<file path="config.mk">
export PLATFORM = sky130hd
export DESIGN_NAME = student_iis_sample_bridge
export DESIGN_NICKNAME = d
export VERILOG_FILES = /design/src/rtl/student_bridge_pkg.sv /design/src/rtl/student_sync_fifo.sv /design/src/rtl/student_iis_sample_bridge.sv
export SDC_FILE = /design/constraint.sdc
export NUM_CORES = 1
export LEC_CHECK = 0
export ABC_AREA = 1
export BUFFER_PORTS_ARGS = -buffer_cell sky130_fd_sc_hd__buf_2
export CORE_MARGIN = 10
export CORE_UTILIZATION = 55
export CTS_CLUSTER_SIZE = 24
export DETAILED_ROUTE_END_ITERATION = 7
export MAX_ROUTING_LAYER = met4
export PLACE_DENSITY = 0.76
export SLEW_MARGIN = 20
export SYNTH_ARGS = -nofsm -noshare
export SYNTH_HDL_FRONTEND = slang
export SYNTH_HIERARCHICAL = 1
export SYNTH_SLANG_ARGS = --single-unit
</file>
<file path="constraint.sdc">
create_clock -name clk_i -period 8.8 [get_ports clk_i]
set_input_delay 0 -clock clk_i [delete_from_list [all_inputs] [get_ports clk_i]]
set_output_delay 0 -clock clk_i [all_outputs]
set_load 0.005 [all_outputs]
</file>
<file path="src/rtl/student_bridge_pkg.sv">
// rtl/student_bridge_pkg.sv - shared sample type and widths for the IIS sample bridge
package student_bridge_pkg;
    localparam int SAMPLE_W = 16;
    localparam int CNT_W    = 8;
    typedef logic [SAMPLE_W-1:0] sample_t;
endpackage

</file>
<file path="src/rtl/student_sync_fifo.sv">
// rtl/student_sync_fifo.sv - first-word-fall-through synchronous FIFO with extra-MSB pointers
module student_sync_fifo #(
    parameter int WIDTH = 16,
    parameter int DEPTH = 8
) (
    input  logic             clk_i,
    input  logic             rst_ni,
    input  logic             push,
    input  logic             pop,
    input  logic [WIDTH-1:0] wdata,
    output logic [WIDTH-1:0] rdata,
    output logic             full,
    output logic             empty
);
    localparam int AW = $clog2(DEPTH);

    logic [AW:0]      r_wptr;
    logic [AW:0]      r_rptr;
    logic [WIDTH-1:0] r_mem [DEPTH];
    logic             w_do_pop;
    logic             w_do_push;

    assign empty = (r_wptr == r_rptr);
    assign full  = (r_wptr[AW] != r_rptr[AW]) && (r_wptr[AW-1:0] == r_rptr[AW-1:0]);

    // A push on a full FIFO is only taken when the same cycle frees a slot.
    assign w_do_pop  = pop & ~empty;
    assign w_do_push = push & (~full | w_do_pop);

    assign rdata = empty ? '0 : r_mem[r_rptr[AW-1:0]];

    always_ff @(posedge clk_i or negedge rst_ni) begin
        if (!rst_ni) begin
            r_wptr <= '0;
            r_rptr <= '0;
        end else begin
            if (w_do_push) r_wptr <= r_wptr + {{AW{1'b0}}, 1'b1};
            if (w_do_pop)  r_rptr <= r_rptr + {{AW{1'b0}}, 1'b1};
        end
    end

    always_ff @(posedge clk_i) begin
        if (w_do_push) r_mem[r_wptr[AW-1:0]] <= wdata;
    end
endmodule

</file>
<file path="src/rtl/student_iis_sample_bridge.sv">
// rtl/student_iis_sample_bridge.sv - IIS handler <-> FIR sample bridge; STUDENT_BRIDGE_STATS_EN adds drop/underrun counters
module student_iis_sample_bridge
    import student_bridge_pkg::*;
#(
    parameter int FIFO_DEPTH    = 8,
    parameter bit UNDERRUN_ZERO = 1'b0
) (
    input  logic    clk_i,
    input  logic    rst_ni,
    input  sample_t iis_data_i,
    input  logic    iis_valid_i,
    output sample_t iis_data_o,
    output logic    iis_valid_o,
    output sample_t rx_data_o,
    output logic    rx_valid_o,
    input  logic    rx_ready_i,
    input  sample_t tx_data_i,
    input  logic    tx_valid_i,
    output logic    tx_ready_o,
    input  logic    clear_status_i,
    output logic    rx_overflow_o,
    output logic    tx_underrun_o
`ifdef STUDENT_BRIDGE_STATS_EN
    ,
    output logic [CNT_W-1:0] rx_drop_cnt_o,
    output logic [CNT_W-1:0] tx_underrun_cnt_o
`endif
);
    logic    r_valid_prev;
    sample_t r_iis_data;
    logic    r_iis_valid;
    logic    r_rx_overflow;
    logic    r_tx_underrun;

    logic    w_tick;
    logic    w_rx_full;
    logic    w_rx_empty;
    logic    w_rx_pop;
    logic    w_rx_drop;
    logic    w_tx_full;
    logic    w_tx_empty;
    logic    w_tx_push;
    logic    w_tx_pop;
    logic    w_underrun;
    sample_t w_tx_head;

    // The handler holds valid high for a whole frame; only the rising edge is a sample event.
    assign w_tick     = iis_valid_i & ~r_valid_prev;
    assign w_rx_pop   = ~w_rx_empty & rx_ready_i;
    assign w_rx_drop  = w_tick & w_rx_full & ~w_rx_pop;
    assign w_tx_push  = tx_valid_i & ~w_tx_full;
    assign w_tx_pop   = w_tick & ~w_tx_empty;
    assign w_underrun = w_tick & w_tx_empty;

    student_sync_fifo #(.WIDTH(SAMPLE_W), .DEPTH(FIFO_DEPTH)) u_rx_fifo (
        .clk_i  (clk_i),
        .rst_ni (rst_ni),
        .push   (w_tick & ~w_rx_drop),
        .pop    (w_rx_pop),
        .wdata  (iis_data_i),
        .rdata  (rx_data_o),
        .full   (w_rx_full),
        .empty  (w_rx_empty)
    );

    student_sync_fifo #(.WIDTH(SAMPLE_W), .DEPTH(FIFO_DEPTH)) u_tx_fifo (
        .clk_i  (clk_i),
        .rst_ni (rst_ni),
        .push   (w_tx_push),
        .pop    (w_tx_pop),
        .wdata  (tx_data_i),
        .rdata  (w_tx_head),
        .full   (w_tx_full),
        .empty  (w_tx_empty)
    );

    always_ff @(posedge clk_i or negedge rst_ni) begin
        if (!rst_ni) begin
            r_valid_prev  <= 1'b0;
            r_iis_data    <= '0;
            r_iis_valid   <= 1'b0;
            r_rx_overflow <= 1'b0;
            r_tx_underrun <= 1'b0;
        end else begin
            r_valid_prev <= iis_valid_i;
            r_iis_valid  <= w_tick;
            if (w_tx_pop)
                r_iis_data <= w_tx_head;
            else if (w_underrun && UNDERRUN_ZERO)
                r_iis_data <= '0;

            if (clear_status_i) begin
                r_rx_overflow <= 1'b0;
                r_tx_underrun <= 1'b0;
            end else begin
                if (w_rx_drop)  r_rx_overflow <= 1'b1;
                if (w_underrun) r_tx_underrun <= 1'b1;
            end
        end
    end

`ifdef STUDENT_BRIDGE_STATS_EN
    logic [CNT_W-1:0] r_drop_cnt;
    logic [CNT_W-1:0] r_underrun_cnt;

    always_ff @(posedge clk_i or negedge rst_ni) begin
        if (!rst_ni) begin
            r_drop_cnt     <= '0;
            r_underrun_cnt <= '0;
        end else if (clear_status_i) begin
            r_drop_cnt     <= '0;
            r_underrun_cnt <= '0;
        end else begin
            if (w_rx_drop && r_drop_cnt != '1)
                r_drop_cnt <= r_drop_cnt + {{(CNT_W-1){1'b0}}, 1'b1};
            if (w_underrun && r_underrun_cnt != '1)
                r_underrun_cnt <= r_underrun_cnt + {{(CNT_W-1){1'b0}}, 1'b1};
        end
    end

    assign rx_drop_cnt_o     = r_drop_cnt;
    assign tx_underrun_cnt_o = r_underrun_cnt;
`endif

    assign iis_data_o    = r_iis_data;
    assign iis_valid_o   = r_iis_valid;
    assign rx_valid_o    = ~w_rx_empty;
    assign tx_ready_o    = ~w_tx_full;
    assign rx_overflow_o = r_rx_overflow;
    assign tx_underrun_o = r_tx_underrun;
endmodule

</file>
After elaboration in Yosys (flattened, before gate mapping)
Memory sizes are Yosys's and may differ from the RTL's. A register that Yosys moved wholly into a read port is not among the register bits.
Cells that the tools add are included.
Widths: inputs -> output; s select.
{"block": "classes", "add_sub_neg": 4, "eq_ne": 6, "mux": 9, "bitwise_logic": 21, "reduce_logical": 5}
{"op": "$add 4x1->4 const B", "n": 4}
{"op": "$mux 16", "n": 1}
{"op": "$and 1x1->1", "n": 12}
{"op": "$eq 4x4->1", "n": 2}
{"op": "$mux 1", "n": 8}
{"op": "$not 1->1", "n": 7}
{"op": "$eq 3x3->1", "n": 2}
{"op": "$reduce_bool 2->1", "n": 2}
{"op": "$logic_and 1x1->1", "n": 2}
{"op": "$ne 1x1->1", "n": 2}
{"op": "$or 1x1->1", "n": 2}
{"op": "$logic_not 1->1", "n": 1}
{"block": "totals", "ff_bits": 20, "mem_bits_rw": 256, "input_bits": 38, "out_inout_bits": 37, "wordCells": 55, "n_memories": 2}
{"memory": "u_rx_fifo.r_mem", "words": 8, "width": 16, "rd": 1, "rd_clocked_by_memory_dff": 0, "wr": 1, "line_no": "student_sync_fifo.sv:19", "source": "logic [WIDTH-1:0] r_mem [DEPTH];"}
{"memory": "u_tx_fifo.r_mem", "words": 8, "width": 16, "rd": 1, "rd_clocked_by_memory_dff": 1, "wr": 1, "line_no": "student_sync_fifo.sv:19"}

Longest topological paths before layout
Gate-level depths: netlist (run 1).
{"block": "logic_depth", "word_depth": 10, "ltp_mapped": 17, "mapped_depth_nobuf": 14}

Hierarchy
The synthesis (run 1) kept the hierarchy.
{"module": "student_sync_fifo (u_rx_fifo)", "n_inst": 1, "cells_per_inst": 460, "area_per_inst_um2": 5634.2}
{"module": "student_sync_fifo (u_tx_fifo)", "n_inst": 1, "cells_per_inst": 460, "area_per_inst_um2": 5630.4}
{"module": "student_iis_sample_bridge", "n_inst": 1, "cells_per_inst": 88, "area_per_inst_um2": 789.5}

Worst setup path before layout (run 1)
Ideal clock, no wire load.
{"block": "synth_path", "path_type": "register -> register", "start": "register u_rx_fifo.r_rptr[1]", "end": "memory u_rx_fifo.r_mem[2][0] (enable)", "setup_time_ns": 0.388, "t_arrival_ns": 2.663, "setup_slack_ns": 5.749, "path_stages_with_launch": 14, "path_buffers": 2, "synth_period_minus_slack_ns": 3.051, "path_cell_list": "dfrtp_1 buf_2 inv_2 nand2_1 nand2_2 nor2_8 nand3_4 buf_6 inv_1 inv_1 nand2_1 a21boi_0 nand3_2 nor2_1"}
{"block": "synth_via", "elab_chain_cells": 10, "elab_cells_between_ends": 16}
{"element": "start, declared", "line_no": "student_sync_fifo.sv:18", "source": "logic [AW:0] r_rptr;"}
{"element": "start signal, assigned", "line_no": "student_sync_fifo.sv:38", "source": "if (w_do_pop) r_rptr <= r_rptr + {{AW{1'b0}}, 1'b1};"}
{"element": "$eq 4x4->1 (*)", "line_no": "student_sync_fifo.sv:23", "source": "assign empty = (r_wptr == r_rptr);"}
{"element": "net w_rx_empty", "line_no": "student_iis_sample_bridge.sv:37", "source": "logic w_rx_empty;"}
{"element": "$not 1->1 (*)"}
{"element": "net rx_valid_o", "line_no": "student_iis_sample_bridge.sv:15", "source": "output logic rx_valid_o,"}
{"element": "$and 1x1->1", "line_no": "student_iis_sample_bridge.sv:49", "source": "assign w_rx_pop = ~w_rx_empty & rx_ready_i;"}
{"element": "$not 1->1", "line_no": "student_iis_sample_bridge.sv:50", "source": "assign w_rx_drop = w_tick & w_rx_full & ~w_rx_pop;"}
{"element": "$and 1x1->1", "line_no": "student_iis_sample_bridge.sv:50"}
{"element": "$not 1->1", "line_no": "student_iis_sample_bridge.sv:58", "source": ".push (w_tick & ~w_rx_drop),"}
{"element": "$and 1x1->1", "line_no": "student_iis_sample_bridge.sv:58"}
{"element": "$and 1x1->1 (*)", "line_no": "student_sync_fifo.sv:28", "source": "assign w_do_push = push & (~full | w_do_pop);"}
{"element": "$mux 1 (*)", "line_no": "student_sync_fifo.sv:43", "source": "if (w_do_push) r_mem[r_wptr[AW-1:0]] <= wdata;"}
{"element": "$mux 1 (not written as such) (*)", "line_no": "student_sync_fifo.sv:43"}
{"element": "end, declared", "line_no": "student_sync_fifo.sv:19"}
Mark *: on every way through the listed nets, which the timed path passes. The rest lies on a longest branch.

Final worst setup path (run 1)
{"block": "layout_path", "start": "register u_rx_fifo.r_rptr[0]", "end": "memory u_rx_fifo.r_mem[7][3] (enable)"}
{"block": "layout_via", "elab_chain_cells": 10, "elab_cells_between_ends": 16}
{"element": "$eq 4x4->1 (*)", "line_no": "student_sync_fifo.sv:23"}
{"element": "net w_rx_empty", "line_no": "student_iis_sample_bridge.sv:37"}
{"element": "$not 1->1 (*)", "line_no": "student_sync_fifo.sv:27, student_iis_sample_bridge.sv:49"}
{"element": "$and 1x1->1", "line_no": "student_iis_sample_bridge.sv:49"}
{"element": "$not 1->1", "line_no": "student_iis_sample_bridge.sv:50"}
{"element": "$and 1x1->1", "line_no": "student_iis_sample_bridge.sv:50"}
{"element": "$not 1->1", "line_no": "student_iis_sample_bridge.sv:58"}
{"element": "$and 1x1->1", "line_no": "student_iis_sample_bridge.sv:58"}
{"element": "$and 1x1->1 (*)", "line_no": "student_sync_fifo.sv:28"}
{"element": "$mux 1 (*)", "line_no": "student_sync_fifo.sv:43"}
{"element": "$mux 1 (not written as such) (*)", "line_no": "student_sync_fifo.sv:43"}
Marks and branches as above.

==> results of run 1 <==
-- registers in the layout, summed over array words and instances, names as in the netlist --
signal and cells:
u_tx_fifo/r_rptr 4, u_tx_fifo/r_wptr 4, u_rx_fifo/r_wptr 4, u_rx_fifo/r_mem 128, iis_data_o 16, tx_underrun_o 1
u_tx_fifo/r_mem 128, rx_overflow_o 1, u_rx_fifo/r_rptr 4, r_valid_prev 1, iis_valid_o 1
-- power groups by stage --
stage | clock (uW) | sequential [uW] | combinational [uW]
after global routing | 1250 | 1860 | 1820
after detailed placement | 0 | 1870 | 1590
after floorplan | 0 | 1820 | 1170
after CTS | 1190 | 1840 | 1620
after global placement | 0 | 1860 | 1540
final | 1170 | 1840 | 1620
-- worst paths after layout --
path	from	end	slack (ps)	depth (start not counted)
hold / removal	rst_ni	iis_data_o[14]$_DFFE_PN0P_	60	2
min in group clk_i	iis_valid_i	r_valid_prev$_DFF_PN0_	120	2
max in group asynchronous	rst_ni	u_tx_fifo/r_rptr[0]$_DFFE_PN0P_	8170	2
setup / recovery	u_rx_fifo/r_rptr[0]$_DFFE_PN0P_	u_rx_fifo/r_mem[7][3]$_DFFE_PP_	4500	14
setup reg to reg	u_rx_fifo/r_rptr[0]$_DFFE_PN0P_	u_rx_fifo/r_mem[7][3]$_DFFE_PP_	4500	14
hold reg to reg	r_valid_prev$_DFF_PN0_	iis_valid_o$_DFF_PN0_	490	1
-- cells in the final DEF (no fill, tap or decap), types with 6 or more instances in the layout --
cell,count
dfrtp_1,34
nand2_2,7
clkbuf_1,6
clkinv_1,6
buf_2,74
inv_2,6
o21ai_0,136
inv_1,24
dlygate4sd3_1,38
clkbuf_16,29
o21ai_2,6
nand3_1,19
o22ai_1,32
nand2_1,102
edfxtp_1,256
buf_4,18
o21ai_1,52
nor2_1,245
-- Yosys cell counts, drive strengths merged --
| cell | instances | area share [%] |
|---|---|---|
| nand2 | 113 | 3.9 |
| o21ai | 194 | 8.2 |
| o22ai | 32 | 1.7 |
| clkbuf | 17 | 0.53 |
| nand4 | 2 | 0.35 |
| edfxtp | 256 | 64 |
| dfrtp | 36 | 7.5 |
| xnor2 | 6 | 0.65 |
| a21boi | 1 | 0.062 |
| nor2 | 248 | 8.1 |
| inv | 31 | 0.99 |
| xor2 | 4 | 0.42 |
| buf | 39 | 2.1 |
| nand3 | 23 | 1.2 |
| a21oi | 2 | 0.083 |
| ha | 4 | 0.42 |
-- layout make-up --
| class | instances | area, sq um | area share, % |
|---|---|---|---|
| timing repair buffer | 130 | 886 | 6.39 |
| clock buffer | 35 | 748 | 5.40 |
| multi-input combinational | 629 | 3030 | 21.8 |
| sequential | 292 | 8590 | 62.0 |
| tap | 280 | 350 | 2.53 |
| clock inverter | 14 | 145 | 1.05 |
| inverter | 31 | 119 | 0.857 |
| antenna | 1 | 2.50 | 0.0180 |
-- timing repair --
action,in CTS,in global routing
hold buffers,38,0
setup endpoints to repair,0,0
resized for setup,0,0
endpoints found under the hold margin,302,0
-- through the flow --
step	util, %	hold slack [ps]	instance area [sq um]	setup slack, ps
2_1_floorplan	-	-296	12100	5750
3_3_place_gp	58.1	133	12600	4630
3_5_place_dp	58.1	129	12600	4490
4_1_cts	63.9	87.7	13900	4440
5_1_grt	63.9	122	13900	4080
6_report	63.9	60.2	13900	4500
-- per-layer routing --
layer | up-vias | track usage (%)
li1 | 3743 | -
met1 | 3793 | 25.6
met2 | 321 | 27.7
met3 | 39 | 3.40
met4 | 0 | 4.58
met5 | - | -
-- cells by family (layout without fill, tap and decap cells) --
| family | after synthesis | after routing | share of synthesized area, % |
|---|---|---|---|
| buffers and inverters | 87 | 210 | 3.65 |
| AND/OR/NAND/NOR | 386 | 386 | 13.6 |
| other | 0 | 1 | 0 |
| flip-flops | 292 | 292 | 71.2 |
| adder cells (fa/ha/maj) | 4 | 4 | 0.415 |
| AO/OA/AOI/OAI | 229 | 229 | 10.0 |
| XOR/XNOR | 10 | 10 | 1.07 |
==> reports/summary.txt, run 1 <==
Fin crit share = 48.9%
Cell repeated most along the worst path = nand2_1
CTS H-tree lvls = 1
TritonCTS clock tree = built
Post-Route Setup TNS = 0 ps
Synthesized area = 0.0121 sq mm
Slowest stage delay, CP = 860 ps
Final RePlAce weighted congestion = 0.855
Largest net degree at the start of global routing = 70
Seq/Total Area, Yosys = 71.2%
Fraction of layout cells with a size suffix above 1 = 14.9%
Worst hold path class = in2async
Core ar. = 0.0217 sq mm
Critical path endpoint category = flop
Detailed Route WL = 25.9 mm
Post-Place Cells = 1324
Worst-path clk slew = 60 ps
Internal power = 2930 uW
Max frequency = 0.232 GHz
Initial antenna violation count = 1
Area grow syn2layout = 15.0%
Clock tree buffer depth = 3
Req. time, crit path = 8960 ps
# rows = 54
1st-iter DRT viols = 981
Die W = 168 um
Final nets = 1155
Drt first pass iters = 5
Clock Sinks = 292
DR vias/cell = 5.59
Clock power frac = 25.2%
Final setup fails = 0
Die span in y = 168 um
Top Metal Used = met4
Post-DP HPWL = 15.3 mm
Synth warnings = 6
Global Route Usage Sum = 18.4%
Final Slew Violations = 0
Avg WL per Cell = 18.4 um
FILL cells = 1548
Design Power = 4630 uW
Min Tclk post-route = 4300 ps
Static Leak = 0.00512 uW
Routed Antenna Nets = 0
Part of the power in combinational logic = 35.0%
Total of max-cap violations = 0
Initial core utilization = 55.6%
Slowest CP cell = inv_2
Remaining DRCs = 0
Met1 wire length = 11.3 mm
Worst-margin pin slew = 1060 ps
Vias in the first global route = 7758
Layout Cells excl Fill = 1412
Sequential share of power = 39.8%
Register bit total from synthesis = 292
Setup bufs post-CTS = 0
CP Class = reg2reg
Overflow after GRT = 0
Crit-path cells = buf_4 -> inv_2 -> nand2_1 -> nand2_2 -> nor2_8 -> nand3_4 -> inv_1 -> inv_1 -> nand2_1 -> a21boi_0 -> nand2_1 -> nor2_1 -> nand2_1 -> inv_1
Crit-path leading delay family = buffers and inverters
Avg Cell Area, Syn = 12.0 sq um
Clock Latency Late Sink = 550 ps
Num CTS Buffers = 29
CTS Root Cell = clkbuf_16
Met3 Wirelength = 2.25 mm
Switch share = 36.6%
WP data arrival = 4460 ps
Outcome = complete, no violations
Metal2 WL = 11.9 mm
Cells after synthesis = 1008
Post-synth cell types = 32
Crit path buf inv count = 5
PortBufs = 74
Io pins = 75
Sw power = 1700 uW
Routed vias = 7896
First-pass GRT wire length = 41.4 mm
Hold Vio Cnt, Final = 0
Syn Nets = 1050
Slew margin rel. = 29.4%
Die footprint = 0.0282 sq mm
Unrepaired setup endpoints after global routing = no
Peak supply drop = 0.213 mV
Pwr/cell area = 334 mW/mm^2
Final Skew = 25.0 ps
Critical Path Fanout Max = 69
CP Launch Type = flop
(Power assumes the default switching activity.)
==> inputs of run 2 (changes only) <==
--- a/config.mk
+++ b/config.mk
@@ -5,14 +5,14 @@
 export SDC_FILE = /design/constraint.sdc
 export NUM_CORES = 1
 export LEC_CHECK = 0
-export ABC_AREA = 1
+export ABC_AREA = 0
 export BUFFER_PORTS_ARGS = -buffer_cell sky130_fd_sc_hd__buf_2
 export CORE_MARGIN = 10
-export CORE_UTILIZATION = 55
+export CORE_UTILIZATION = 54
 export CTS_CLUSTER_SIZE = 24
 export DETAILED_ROUTE_END_ITERATION = 7
 export MAX_ROUTING_LAYER = met4
-export PLACE_DENSITY = 0.76
+export PLACE_DENSITY = 0.78
 export SLEW_MARGIN = 20
 export SYNTH_ARGS = -nofsm -noshare
 export SYNTH_HDL_FRONTEND = slang
==> constraint.sdc (replaced) <==
create_clock -name clk_i -period 3.9 [get_ports clk_i]
set_input_delay 0 -clock clk_i [delete_from_list [all_inputs] [get_ports clk_i]]
set_output_delay 0 -clock clk_i [all_outputs]
set_load 0.005 [all_outputs]
==> reports/summary.txt, run 2 <==
CTS Root Cell = clkbuf_16 (unchanged)
Largest net degree at the start of global routing = 37 (was 70)
FILL cells = 1333 (was 1548)
Critical Path Fanout Max = 24 (was 69)
Post-cts sizing count = 0 (unchanged)
First-pass GRT wire length = 37.6 mm (was 41.4 mm)
Post-synth EDFFs = 256 (unchanged)
CTS H-tree lvls = 1 (unchanged)
Final RePlAce weighted congestion = 0.794 (was 0.855)
Fraction of layout cells with a size suffix above 1 = 34.8% (was 14.9%)
Flop2flop setup slack = 1080 ps (was 4500 ps)
Core ar. = 0.0212 sq mm (was 0.0217 sq mm)
Initial antenna violation count = 2 (was 1)
Num CTS Buffers = 29 (unchanged)
Static Leak = 0.00483 uW (was 0.00512 uW)
Top FF cell, synth = edfxtp_1 (unchanged)
Fin crit share = 72.2% (was 48.9%)
# hold bufs at CTS = 36 (was 38)
Hold Vio Cnt, Final = 0 (unchanged)
Design Power = 10300 uW (was 4630 uW)
Unrepaired setup endpoints after global routing = no (unchanged)
Routed vias = 5861 (was 7896)
Internal power = 7160 uW (was 2930 uW)
Peak supply drop = 0.478 mV (was 0.213 mV)
Area grow syn2layout = 18.1% (was 15.0%)
FFs w/ async S/R, synth = 12.3% (unchanged)
Max frequency = 0.355 GHz (was 0.232 GHz)
Sw power = 3110 uW (was 1700 uW)
Initial core utilization = 55.1% (was 55.6%)
Register bit total from synthesis = 292 (unchanged)
Final Skew = 7.90 ps (was 25.0 ps)
Critical path endpoint category = flop (unchanged)
Clock Sinks = 292 (unchanged)
PortBufs = 74 (unchanged)
Worst hold path class = in2reg (was in2async)
Clock Latency Late Sink = 530 ps (was 550 ps)
Remaining DRCs = 0 (unchanged)
TritonCTS clock tree = built (unchanged)
Switch share = 30.3% (was 36.6%)
Synth warnings = 6 (unchanged)
DR vias/cell = 5.83 (was 5.59)
Crit path launch = u_tx_fifo/r_rptr[2]$_DFFE_PN0P_ (was u_rx_fifo/r_rptr[0]$_DFFE_PN0P_)
CP Class = reg2reg (unchanged)
Cells after synthesis = 573 (was 1008)
Synth area leader = edfxtp_1 (unchanged)
Most instantiated cells after synthesis = edfxtp_1, mux4_2, nor2_1 (was edfxtp_1, nor2_1, o21ai_0)
Synth top area share = 65.9% (was 63.8%)
Final Slew Violations = 0 (unchanged)
Clock tree buffer depth = 3 (unchanged)
Part of the power in combinational logic = 31.9% (was 35.0%)
Vias in the first global route = 6328 (was 7758)
Final setup fails = 0 (unchanged)
# rows = 53 (was 54)
Die W = 167 um (was 168 um)
Global Route Usage Sum = 17.4% (was 18.4%)
Syn Nets = 615 (was 1050)
CP Launch Type = flop (unchanged)
Avg Cell Area, Syn = 20.3 sq um (was 12.0 sq um)
Critical Path Sink = u_tx_fifo/r_mem[4][8]$_DFFE_PP_ (was u_rx_fifo/r_mem[7][3]$_DFFE_PP_)
Synthesized area = 0.0117 sq mm (was 0.0121 sq mm)
Slew margin rel. = 29.9% (was 29.4%)
Drt first pass iters = 4 (was 5)
Die span in y = 167 um (was 168 um)
Sequential share of power = 41.1% (was 39.8%)
Die footprint = 0.0279 sq mm (was 0.0282 sq mm)
Avg WL per Cell = 23.5 um (was 18.4 um)
WP data arrival = 3080 ps (was 4460 ps)
Worst reg2reg path startpoint = u_tx_fifo/r_rptr[2]$_DFFE_PN0P_ (was u_rx_fifo/r_rptr[0]$_DFFE_PN0P_)
Routed Antenna Nets = 0 (unchanged)
Seq/Total Area, Yosys = 73.7% (was 71.2%)
Clock power frac = 27.0% (was 25.2%)
Commonest non-fill, non-tap cell in the layout = edfxtp_1 (unchanged)
Most common cell in the synthesized netlist = edfxtp_1 (unchanged)
Pwr/cell area = 745 mW/mm^2 (was 334 mW/mm^2)
Final nets = 749 (was 1155)
Most frequent cells in the layout = edfxtp_1, buf_2, mux4_2 (was edfxtp_1, nor2_1, o21ai_0)
Min Tclk post-route = 2820 ps (was 4300 ps)
Worst-path clk slew = 60 ps (about the same)
Setup bufs post-CTS = 0 (unchanged)
Post-synth cell types = 42 (was 32)
Post-DP HPWL = 14.0 mm (was 15.3 mm)
Overflow after GRT = 0 (unchanged)
1st-iter DRT viols = 457 (was 981)
Detailed Route WL = 23.6 mm (was 25.9 mm)
Io pins = 75 (unchanged)
Worst-margin pin slew = 1040 ps (was 1060 ps)
Outcome = complete, no violations (unchanged)
FF-to-FF End = u_tx_fifo/r_mem[4][8]$_DFFE_PP_ (was u_rx_fifo/r_mem[7][3]$_DFFE_PP_)
Req. time, crit path = 4160 ps (was 8960 ps)
Total of max-cap violations = 0 (unchanged)
Register-to-Register Path Depth = 8 (was 14)
Top cells by area, synth = edfxtp_1, mux4_2, dfrtp_1 (was edfxtp_1, nor2_1, dfrtp_1)
WHS = 47.8 ps (was 60.2 ps)
## run 2: changes by cell type in the layout (fill, tap and decap cells not counted), sizes merged, moves of 6 or more
| cell | before | now |
|---|---|---|
| nor4 | 0 | 6 |
| inv | 33 | 8 |
| mux4 | 0 | 64 |
| nor2 | 248 | 42 |
| nand3 | 23 | 4 |
| nand2 | 113 | 12 |
| o22ai | 32 | 0 |
| nor3 | 0 | 8 |
| mux2 | 0 | 20 |
| mux2i | 0 | 32 |
| xnor2 | 6 | 14 |
| buf | 92 | 100 |
| o21ai | 194 | 2 |
## run 2: per-layer routing
| layer | up-vias | wire length [um] | global-route usage (%) |
|---|---|---|---|
| met3 | 38 | 1130 | 2.73 |
| li1 | 2564 | - | - |
| met1 | 3068 | 9440 | 21.5 |
| met5 | - | 0 | - |
| met4 | 0 | 616 | 5.19 |
| met2 | 191 | 12400 | 29.1 |
## run 2: power by group through the flow
stage                     Clock (uW)  Sequential, uW  Combinational, uW
final                           2770            4220               3280
after floorplan                    0            4130               2420
after detailed placement           0            4270               3240
after global routing            2950            4260               3560
after CTS                       2810            4210               3320
after global placement             0            4220               3160
## run 2: worst min-delay path by stage
stage                     startpoint                        end  slack, ps  cells past startpoint
after global placement        rst_ni  iis_data_o[3]$_DFFE_PN0P_        140                      1
after detailed placement      rst_ni  iis_data_o[3]$_DFFE_PN0P_        140                      1
after CTS                 rx_ready_i  rx_overflow_o$_DFFE_PN0P_        0.5                      4
after global routing      rx_ready_i  rx_overflow_o$_DFFE_PN0P_         40                      4
final                     rx_ready_i  rx_overflow_o$_DFFE_PN0P_         50                      4
after floorplan               rst_ni  iis_data_o[0]$_DFFE_PN0P_       -300                      0
## run 2: logic make-up (layout without fill, tap and decap cells)
| family | Yosys count | after routing | share of synthesized area [%] |
|---|---|---|---|
| flip-flops | 292 | 292 | 73.7 |
| AO/OA/AOI/OAI | 13 | 13 | 0.912 |
| multiplexers | 116 | 116 | 17.4 |
| XOR/XNOR | 16 | 16 | 1.46 |
| AND/OR/NAND/NOR | 92 | 92 | 4.11 |
| other | 0 | 2 | 0 |
| buffers and inverters | 40 | 195 | 2.03 |
| adder cells (fa/ha/maj) | 4 | 4 | 0.429 |
## run 2: final cells by class
type / count / area [sq um] / share of cell area, %
well taps: 275 / 344 / 2.50
diodes: 2 / 5.00 / 0.0363
clock inverters: 14 / 171 / 1.24
inverters: 7 / 26.3 / 0.191
clock buffers: 38 / 779 / 5.66
multi-input cells: 241 / 2930 / 21.3
flip-flops and latches: 292 / 8590 / 62.4
repair buffers: 136 / 926 / 6.72
## run 2: worst max-delay path, stage by stage (launching register included)
cell and delay, ps:
dfrtp_1 350, buf_4 240, xnor2_1 270, and4_1 290, nor3b_4 60, buf_4 250
o31ai_1 700, nor3_2 110, buf_4 260
## run 2: per-stage QoR
stage / util, % / cell area (sq um) / instances / setup slack [ps] / TNS (ps)
after detailed placement: 58.9 / 12500 / 915 / 1170 / 0
after global placement: 58.9 / 12500 / 915 / 1320 / 0
after CTS: 65.1 / 13800 / 1003 / 1150 / 0
final: 65.1 / 13800 / 1005 / 1080 / 0
after global routing: 65.1 / 13800 / 1005 / 904 / 0
after floorplan: - / 11700 / 573 / -187 / -5990
==> inputs of run 3 (changes only) <==
--- a/config.mk
+++ b/config.mk
@@ -8,11 +8,11 @@
 export ABC_AREA = 0
 export BUFFER_PORTS_ARGS = -buffer_cell sky130_fd_sc_hd__buf_2
 export CORE_MARGIN = 10
-export CORE_UTILIZATION = 54
+export CORE_UTILIZATION = 55
 export CTS_CLUSTER_SIZE = 24
 export DETAILED_ROUTE_END_ITERATION = 7
 export MAX_ROUTING_LAYER = met4
-export PLACE_DENSITY = 0.78
+export PLACE_DENSITY = 0.76
 export SLEW_MARGIN = 20
 export SYNTH_ARGS = -nofsm -noshare
 export SYNTH_HDL_FRONTEND = slang
==> constraint.sdc (replaced) <==
create_clock -name clk_i -period 2.63 [get_ports clk_i]
set_input_delay 0 -clock clk_i [delete_from_list [all_inputs] [get_ports clk_i]]
set_output_delay 0 -clock clk_i [all_outputs]
set_load 0.005 [all_outputs]
==> reports/summary.txt, run 3 (synthesis gave the netlist of run 2 again) <==
Outcome = complete, no violations (unchanged)
Slowest CP cell = dfrtp_1 (was o31ai_1)
Fin crit share = 91.5% (was 72.2%)
Commonest non-fill, non-tap cell in the layout = edfxtp_1 (unchanged)
CTS H-tree lvls = 1 (unchanged)
Core ar. = 0.0210 sq mm (was 0.0212 sq mm)
Final nets = 765 (was 749)
Overflow after GRT = 0 (unchanged)
Final Slew Violations = 0 (unchanged)
Crit path buf inv count = 1 (was 3)
FILL cells = 1375 (was 1333)
Io pins = 75 (unchanged)
Slew margin rel. = 39.9% (was 29.9%)
WP data arrival = 2620 ps (was 3080 ps)
CP Launch Type = flop (unchanged)
CTS Root Cell = clkbuf_16 (unchanged)
1st-iter DRT viols = 469 (was 457)
Crit-path cells = xnor2_2 -> nor2_1 -> nor2b_2 -> nand2_1 -> nor4b_4 -> buf_4 (was buf_4 -> xnor2_1 -> and4_1 -> nor3b_4 -> buf_4 -> o31ai_1 -> nor3_2 -> buf_4)
Post-Route Setup TNS = 0 ps (unchanged)
Initial core utilization = 55.6% (was 55.1%)
Largest net degree at the start of global routing = 37 (unchanged)
Routed Antenna Nets = 0 (unchanged)
Clock tree buffer depth = 3 (unchanged)
Remaining DRCs = 0 (unchanged)
Detailed Route WL = 23.1 mm (was 23.6 mm)
TritonCTS clock tree = built (unchanged)
Crit-path leading delay family = simple AND/OR/NAND/NOR gates (was buffers and inverters)
Total of max-cap violations = 0 (unchanged)
Worst-path clk slew = 60 ps (about the same)
Worst-margin pin slew = 898 ps (was 1040 ps)
Vias in the first global route = 6319 (was 6328)
Routed vias = 5768 (was 5861)
Avg WL per Cell = 22.6 um (was 23.5 um)
Final Skew = 14.4 ps (was 7.90 ps)
Layout Cells excl Fill = 1020 (was 1005)
Final setup fails = 0 (unchanged)
Post-DP HPWL = 13.9 mm (was 14.0 mm)
CP Class = reg2reg (unchanged)
Drt first pass iters = 4 (unchanged)
First-pass GRT wire length = 36.2 mm (was 37.6 mm)
Pwr/cell area = 1110 mW/mm^2 (was 745 mW/mm^2)
Max frequency = 0.415 GHz (was 0.355 GHz)
Final RePlAce weighted congestion = 0.810 (was 0.794)
Util after Layout = 67.2% (was 65.1%)
Critical path endpoint category = flop (unchanged)
Die W = 166 um (was 167 um)
PortBufs = 74 (unchanged)
DR vias/cell = 5.65 (was 5.83)
Setup bufs post-CTS = 0 (unchanged)
Most frequent cells in the layout = edfxtp_1, buf_2, mux4_2 (unchanged)
Sequential Area = 0.00859 sq mm (unchanged)
Global Route Usage Sum = 17.7% (was 17.4%)
Clock Sinks = 292 (unchanged)
Clock Latency Late Sink = 530 ps (about the same)
Die span in y = 166 um (was 167 um)
Post-Place Cells = 931 (was 915)
Critical Path Fanout Max = 16 (was 24)
Peak supply drop = 0.910 mV (was 0.478 mV)
Unrepaired setup endpoints after global routing = no (unchanged)
Area grow syn2layout = 20.9% (was 18.1%)
Area occupied by multi-input gates = 0.00309 sq mm (was 0.00293 sq mm)
Req. time, crit path = 2840 ps (was 4160 ps)
# diodes = 0 (was 2)
Fraction of layout cells with a size suffix above 1 = 37.6% (was 34.8%)
Worst hold path class = in2reg (unchanged)
Static Leak = 0.00499 uW (was 0.00483 uW)
Min Tclk post-route = 2410 ps (was 2820 ps)
Num CTS Buffers = 29 (unchanged)
# rows = 53 (unchanged)
Die footprint = 0.0274 sq mm (was 0.0279 sq mm)
Initial antenna violation count = 0 (was 2)
Slowest stage delay, CP = 430 ps (was 700 ps)
Flop2flop setup slack = 220 ps (was 1080 ps)
Hold Vio Cnt, Final = 0 (unchanged)
-- run 3: cell types whose count changed in the layout (fill, tap and decap cells not counted), moves of 3 or more --
cell / previous run / this run
nor3_2: 6 / 0
nor4_4: 1 / 6
buf_4: 26 / 40
nor3_4: 0 / 8
nor4_2: 5 / 0
clkinv_2: 7 / 4
-- run 3: worst paths after layout --
check | to | start | cells after the start
worst max-delay path | u_tx_fifo/r_mem[3][11]$_DFFE_PP_ | u_tx_fifo/r_wptr[3]$_DFFE_PN0P_ | 6
worst min-delay path | u_rx_fifo/r_rptr[0]$_DFFE_PN0P_ | rx_ready_i | 5
worst max register to register | u_tx_fifo/r_mem[3][11]$_DFFE_PP_ | u_tx_fifo/r_wptr[3]$_DFFE_PN0P_ | 6
worst min register to register | iis_data_o[1]$_DFFE_PN0P_ | iis_data_o[1]$_DFFE_PN0P_ | 1
max in group asynchronous | u_tx_fifo/r_rptr[0]$_DFFE_PN0P_ | rst_ni | 2
min in group asynchronous | iis_data_o[3]$_DFFE_PN0P_ | rst_ni | 2
-- run 3: layout make-up --
| type | count | share of cell area, % |
|---|---|---|
| sequential | 292 | 61.0 |
| inverter | 7 | 0.186 |
| timing repair buffer | 152 | 7.54 |
| clock buffer | 41 | 5.75 |
| clock inverter | 12 | 1.16 |
| tap | 275 | 2.44 |
| multi-input combinational | 241 | 22.0 |
-- run 3: through the flow --
stage,total power (uW),worst slack [ps],hold slack (ps),cell area (sq um)
4_1_cts,15800,61.3,44.4,14100
5_1_grt,16500,93.8,58.6,14100
3_3_place_gp,11400,229,150,12800
6_report,15600,223,66.8,14100
2_1_floorplan,10100,-369,-296,12000
3_5_place_dp,11600,80.5,159,12800
-- run 3: power by group --
group | switching [uW] | total, uW | leakage, uW | internal (uW)
logic | 2800 | 5350 | 0.00176 | 2550
registers | 303 | 6130 | 0.00275 | 5820
clock network | 1620 | 4150 | 0.000476 | 2530
total | 4720 | 15600 | 0.00499 | 10900
-- run 3: repair_timing --
item	4_1_cts	5_1_grt
hold buffers	36	0
gates resized for setup	0	2
endpoints found under the setup margin	0	29
endpoints found under the hold margin	297	0
-- run 3: routing by layer --
layer,routed length [um],track usage (%)
met5,0,-
met4,559,5.27
met3,1100,2.75
met2,12300,30.2
met1,9130,21.6
-- run 3: worst reg2reg max path, stage by stage, from the launching register on --
cell	delay (ps)
dfrtp_1	430
xnor2_2	390
nor2_1	140
nor2b_2	280
nand2_1	250
nor4b_4	290
buf_4	300
